==> config.mk <==
export PLATFORM = sky130hd
export DESIGN_NAME = expr_arbiter
export DESIGN_NICKNAME = d
export VERILOG_FILES = /design/src/rtl/expr_arbiter.sv
export SDC_FILE = /design/constraint.sdc
export NUM_CORES = 1
export LEC_CHECK = 0
export BUFFER_PORTS_ARGS = -buffer_cell sky130_fd_sc_hd__buf_2
export CAP_MARGIN = 15
export CORE_MARGIN = 2
export CORE_UTILIZATION = 49
export CTS_CLUSTER_SIZE = 30
export DETAILED_ROUTE_END_ITERATION = 16
export PLACE_DENSITY = 0.83
export SLEW_MARGIN = 25
export SYNTH_ARGS = -nofsm -noshare
export SYNTH_HDL_FRONTEND = slang
export SYNTH_SLANG_ARGS = --single-unit
export TNS_END_PERCENT = 10
==> constraint.sdc <==
create_clock -name clk -period 5.2 [get_ports clk]
set_input_delay 1.04 -clock clk [delete_from_list [all_inputs] [get_ports clk]]
set_output_delay 1.04 -clock clk [all_outputs]
set_load 0.005 [all_outputs]
==> src/rtl/expr_arbiter.sv <==
// ---------------------------------------------------------------------------
// expr_arbiter
//   Shares one character-serial expression checker between two requesters.
//   A requester is granted a whole string at a time (round-robin on ties).
//   The checker is cleared while idle. The string is then fed one char per
//   cycle. The verdict is sampled one cycle after the last char and returned
//   to the owning requester as a single-cycle pulse.
//
//   Optional feature macro: EXPR_ARB_STATS_EN. When it is defined, the
//   cnt_ok / cnt_bad saturating verdict counters are added.
//
// Ports
//   clk        system clock, all state on rising edge
//   clr_n      asynchronous active-low reset
//   req_valid  [i] requester i presents a char
//   req_data   [8i+7:8i] ASCII char of requester i
//   req_last   [i] current char is the last of the string
//   req_ready  [i] char of requester i accepted this cycle
//   res_valid  [i] one-cycle verdict pulse to requester i
//   res_ok     verdict: string is a valid expression
//   res_err    string aborted (bubble or overlength)
//   chk_clr    checker synchronous clear
//   chk_in     checker character input
//   chk_out    checker verdict (registered inside the checker)
//   cnt_ok     (EXPR_ARB_STATS_EN) count of ok verdicts, saturating
//   cnt_bad    (EXPR_ARB_STATS_EN) count of bad/aborted verdicts, saturating
// ---------------------------------------------------------------------------
module expr_arbiter #(
    parameter int unsigned MAX_LEN = 16,
    parameter int unsigned LEN_W   = 5
) (
    input  logic        clk,
    input  logic        clr_n,
    input  logic [1:0]  req_valid,
    input  logic [15:0] req_data,
    input  logic [1:0]  req_last,
    output logic [1:0]  req_ready,
    output logic [1:0]  res_valid,
    output logic        res_ok,
    output logic        res_err,
    output logic        chk_clr,
    output logic [7:0]  chk_in,
    input  logic        chk_out
`ifdef EXPR_ARB_STATS_EN
    ,
    output logic [15:0] cnt_ok,
    output logic [15:0] cnt_bad
`endif
);

    typedef enum logic [1:0] {
        S_IDLE   = 2'd0,
        S_FEED   = 2'd1,
        S_RESULT = 2'd2
    } state_t;

    // Length value at which one more accepted non-last char hits MAX_LEN.
    localparam logic [LEN_W-1:0] LEN_LAST = LEN_W'(MAX_LEN - 1);

    state_t           r_state;
    logic             r_gnt;
    logic             r_rr_ptr;
    logic             r_err;
    logic [LEN_W-1:0] r_len;

    logic             w_gnt_valid;
    logic             w_gnt_last;
    logic [7:0]       w_gnt_data;
    logic             w_next_gnt;

    assign w_gnt_valid = req_valid[r_gnt];
    assign w_gnt_last  = req_last[r_gnt];
    assign w_gnt_data  = r_gnt ? req_data[15:8] : req_data[7:0];
    // Round-robin pointer wins a tie; otherwise whoever is requesting.
    assign w_next_gnt  = req_valid[r_rr_ptr] ? r_rr_ptr : ~r_rr_ptr;

    always_ff @(posedge clk or negedge clr_n) begin
        if (!clr_n) begin
            r_state  <= S_IDLE;
            r_gnt    <= 1'b0;
            r_rr_ptr <= 1'b0;
            r_err    <= 1'b0;
            r_len    <= '0;
        end else begin
            case (r_state)
                S_IDLE: begin
                    if (|req_valid) begin
                        r_gnt   <= w_next_gnt;
                        r_len   <= '0;
                        r_err   <= 1'b0;
                        r_state <= S_FEED;
                    end
                end
                S_FEED: begin
                    if (!w_gnt_valid) begin
                        // The checker has no enable, so a gap corrupts the string.
                        r_err   <= 1'b1;
                        r_state <= S_RESULT;
                    end else if (w_gnt_last) begin
                        r_state <= S_RESULT;
                    end else begin
                        r_len <= r_len + 1'b1;
                        if (r_len == LEN_LAST) begin
                            r_err   <= 1'b1;
                            r_state <= S_RESULT;
                        end
                    end
                end
                S_RESULT: begin
                    r_rr_ptr <= ~r_gnt;
                    r_state  <= S_IDLE;
                end
                default: r_state <= S_IDLE;
            endcase
        end
    end

    // Outputs depend on registered state/grant. In FEED, ready and data pass
    // through from the granted requester only. chk_clr never depends on req_*.
    always_comb begin
        req_ready = '0;
        res_valid = '0;
        res_ok    = 1'b0;
        res_err   = 1'b0;
        chk_clr   = 1'b0;
        chk_in    = '0;
        case (r_state)
            S_IDLE: begin
                chk_clr = 1'b1;
            end
            S_FEED: begin
                chk_in           = w_gnt_data;
                req_ready[r_gnt] = w_gnt_valid;
            end
            S_RESULT: begin
                res_valid[r_gnt] = 1'b1;
                res_err          = r_err;
                res_ok           = chk_out & ~r_err;
            end
            default: begin
                chk_clr = 1'b1;
            end
        endcase
    end

`ifdef EXPR_ARB_STATS_EN
    logic [15:0] r_cnt_ok;
    logic [15:0] r_cnt_bad;

    always_ff @(posedge clk or negedge clr_n) begin
        if (!clr_n) begin
            r_cnt_ok  <= '0;
            r_cnt_bad <= '0;
        end else if (r_state == S_RESULT) begin
            if (chk_out & ~r_err) begin
                if (r_cnt_ok != '1) begin
                    r_cnt_ok <= r_cnt_ok + 1'b1;
                end
            end else begin
                if (r_cnt_bad != '1) begin
                    r_cnt_bad <= r_cnt_bad + 1'b1;
                end
            end
        end
    end

    assign cnt_ok  = r_cnt_ok;
    assign cnt_bad = r_cnt_bad;
`endif

endmodule

Word level (Yosys, flattened, before mapping)
Index checks and enable logic that the tools add are counted.
{"block": "op_classes", "addsub": 1, "n_lt_le_gt_ge": 3, "eq_ne": 9, "mux": 30, "bitwise_logic": 5, "reduce_logical": 9}
{"operator": "two-way mux 8 bit", "count": 2}
{"operator": "two-way mux 1 bit", "count": 15}
{"operator": "two-way mux 5 bit", "count": 3}
{"operator": "two-way mux 2 bit", "count": 6}
{"operator": "one-hot mux 5 bit (2 select lines)", "count": 1}
{"operator": "AND reduction 4 bit", "count": 2}
{"operator": "!= test 2 bit (second input constant)", "count": 3}
{"operator": "!= test 3 bit (second input constant)", "count": 2}
{"operator": "adder 5 x 1 -> 5 bit (second input constant)", "count": 1}
{"operator": "equality test 5 x 4 -> 1 bit (second input constant)", "count": 1}
{"operator": "< comparator 1 x 2 -> 1 bit (second input constant)", "count": 2}
{"operator": "!= test 4 bit (second input constant)", "count": 1}
{"operator": "one-hot mux 2 bit (2 select lines)", "count": 1}
{"operator": "AND reduction 2 bit", "count": 2}
{"operator": "OR reduction 2 bit", "count": 2}
{"operator": "inverter 1 bit", "count": 3}
{"operator": "AND 2 bit", "count": 1}
{"operator": "equality test 2 x 1 -> 1 bit (second input constant)", "count": 1}
{"operator": "equality test 2 bit (second input constant)", "count": 1}
{"operator": "logical NOT 2 bit", "count": 1}
{"operator": "one-hot mux 1 bit (2 select lines)", "count": 1}
{"operator": "nonzero test 2 bit", "count": 1}
{"operator": "AND 1 bit", "count": 1}
{"operator": "demux 1 bit (select 1 bit)", "count": 1}
{"operator": "other kinds (2)", "count": 2}
{"block": "word_totals", "ff_bits": 10, "in_bits": 23}

Depth between registers and ports, before layout
{"block": "depth", "depth_word": 6, "mapped_depth": 7, "depth_no_buf": 6}

Least setup slack after synthesis
No wires, ideal clock.
{"block": "synth_path", "path_kind": "input-to-output", "startpoint": "in req_valid[1]", "endpoint": "out req_ready[1]", "arrival_ns": 1.407, "slack_ns": 2.753, "path_stages": 3, "path_buffers": 1, "cell_sequence": "clkbuf_2 > nand2_1 > nor2_1"}
{"block": "synth_between", "elab_chain_len": 4}
{"element": "start, declared", "line_no": "34", "source": "input logic [1:0] req_valid,"}
{"element": "two-way mux 1 bit (implied by the code) (2 in a row)", "line_no": "71", "source": "assign w_gnt_valid = req_valid[r_gnt];"}
{"element": "AND 2 bit (no line)"}
{"element": "two-way mux 2 bit", "line_no": "127", "source": "case (r_state)"}
{"element": "end, declared", "line_no": "37", "source": "output logic [1:0] req_ready,"}
No other way between the ends. The select of a mux whose other input is x is not followed.

Final worst setup path
{"block": "layout_path", "startpoint": "reg r_state[1]", "endpoint": "out req_ready[0]"}
{"block": "layout_between", "elab_chain_len": 2}
{"element": "start, declared", "line_no": "60", "source": "state_t r_state;"}
{"element": "start signal, assigned", "line_no": "79", "source": "r_state <= S_IDLE;"}
{"element": "start signal, assigned", "line_no": "91", "source": "r_state <= S_FEED;"}
{"element": "start signal, assigned", "line_no": "98", "source": "r_state <= S_RESULT;"}
{"element": "equality test 2 x 1 -> 1 bit", "line_no": "127"}
{"element": "two-way mux 2 bit", "line_no": "127"}
No other way between the ends.

==> metrics <==
status complete, no violations; setup violators final 0; clock share of power 11.6%; commonest non-fill, non-tap cell in the layout buf_2; min Tclk post-route 2.69 ns; Worst-Margin Slew 0.717 ns; setup slack after layout 2.51 ns; diode count 0; worst skew pair latency 0.27 ns; placed inst area 1010 um^2; met2 usage 37.1%; clock sinks 10; initial antenna violation count 0; post-layout power 0.457 mW; synth unique cells 38; Fmax 371 MHz; period utilization 51.8%; Core Box Area 1560 um^2; Num CTS Buffers 3; fin. max-slew vios 0; first-pass GRT wire length 2.90 mm; vias per cell 5.52; final net count 156; startpoint class of the critical path flip-flop; P_sw 0.199 mW; sequential share of power 32.2%; Leakage Power 0.558 nW; commonest cells after routing, fill and taps aside 37 x buf_2, 12 x nor2_1, 10 x dfrtp_1; area of the die 2050 um^2; clock tree from TritonCTS built; RR Startpoint r_gnt; register area share after synthesis 29.9%; worst slack, placed 2.60 ns; GRT Max-Usage Layer met2; unrepaired setup endpoints after global routing false; PostCTS Resize Cnt 0; Layout area overhead 23.8%; final hold violations 0; Placement Rows 14; design area 1040 um^2; met3 global-route usage 7.60%; Sw Ratio 43.7%; clock buffer depth 2; internal power 0.257 mW; ANT nets after route 0; Slew headroom 52.2%; Cell Pwr Density 441 nW/um^2; via count 784; Cells after Synth 91; Post-DP HPWL 1.49 mm; area of the mapped netlist 837 um^2; global route overflow 0; Crit Path Max Fanout 13; Min-Delay Path Class reg2reg; post-synth net total 119; synth warn 0; Final Skew 0.00818 ns; Critical path origin r_state[1]; Comb pwr share 56.2%; vias in the first global route 724; Max Cap Violations 0; dominant synthesized flop cell dfrtp_1; Global Route Usage Sum 20.5%; Hold Startpoint r_rr_ptr; post-CTS setup buffers 0; drt wl/cell 13.2 um; Arrival @ worst endpoint 1.65 ns; initial DRC count 21; largest net degree at the start of global routing 20; setup TNS 0 ns; Post-CTS Hold Fix Bufs 0; Placer Congestion 0.801; WL final 1.88 mm; Fillers 135; CP Class reg2out; Seq cells post-synth 10; io pins 38; Pre-antenna DRT Iters 4; number of synthesized flops with an enable pin 0; PortBufs 37; Die Span Y 45.3 um; CP required 4.16 ns; layout cells sized above 1 38.1%; Synth Area per Inst 9.20 um^2; Clock H-tree levels 1; Crit. End Element output port; met1 usage 20.2%; die width 45.3 um; Starting Density 53.7%; Max IR drop VDD 0.306 mV; ys async rst share 100%; CTS Root Cell clkbuf_4; # DRC 0; Worst-path clk slew 0.06 ns
critical path, stage by stage, from the launching register on:
cell,delay [ns]
dfrtp_1,0.38
inv_1,0.10
ha_1,0.35
inv_1,0.29
nor2_1,0.16
buf_2,0.12
through the flow:
step	std cells	hold slack (ns)	util, %
2_1_floorplan	91	0.454	-
3_3_place_gp	139	0.471	65.0
3_5_place_dp	139	0.482	65.0
4_1_cts	142	0.496	66.5
5_1_grt	142	0.508	66.5
6_report	142	0.504	66.5
flip-flops by register name, summed over array words and instances, names as in the netlist:
register	flops
r_rr_ptr	1
r_err	1
r_len	5
r_state	2
r_gnt	1
power groups by stage:
stage | sequential [mW] | combinational, mW | clock (mW)
final | 0.147 | 0.257 | 0.0530
after global routing | 0.151 | 0.286 | 0.0600
after CTS | 0.146 | 0.258 | 0.0562
after detailed placement | 0.148 | 0.256 | 0
after global placement | 0.145 | 0.249 | 0
after floorplan | 0.120 | 0.214 | 0
layout make-up:
cell class / instances / area, um^2 / area share [%]
clock buffer: 3 / 22.5 / 2.17
sequential: 10 / 250 / 24.2
multi-input combinational: 70 / 536 / 51.7
tap: 16 / 20.0 / 1.93
inverter: 6 / 22.5 / 2.17
timing repair buffer: 37 / 185 / 17.9
cell usage after synthesis (2+ instances only):
cell,n,area share (%)
mux2i_1,9,11
dfrtp_1,10,30
nor2_1,12,5.4
a21oi_1,3,1.8
nand3_1,2,1.2
ha_1,5,7.5
o21a_1,2,1.8
and2_1,3,2.2
nand2_1,4,1.8
nand3b_1,2,1.8
inv_1,6,2.7
o2bb2ai_1,2,2.1
clkbuf_1,2,0.90
o21ai_0,3,1.8
a22o_1,2,2.1
o21ai_1,2,1.2
routing by layer:
layer  vias to the layer above  wire length, um  part of all wire [%]
li1                        391                -                     -
met1                       344              734                    39
met2                        47              920                    49
met3                         2              206                    11
met4                         0               14                  0.75
met5                         -                0                     0
path summary, 6_finish.rpt:
path / endpoint / slack, ns / depth (start not counted)
setup / recovery: req_ready[0] / 2.51 / 5
hold / removal: r_rr_ptr / 0.50 / 1
setup reg to reg: r_state[0] / 3.31 / 4
hold reg to reg: r_rr_ptr / 0.50 / 1
max in group asynchronous: r_rr_ptr / 4.38 / 1
min in group asynchronous: r_len[1] / 0.62 / 1
cells by family after synthesis:
logic type / Yosys count / synth area share, %
simple gates: 30 / 19.1
compound gates: 23 / 21.8
buf+inv: 11 / 6.13
mux: 10 / 12.6
flops: 10 / 29.9
fa+ha+maj: 5 / 7.47
xor+xnor: 2 / 2.99
Power figures use the tool's default switching activity.
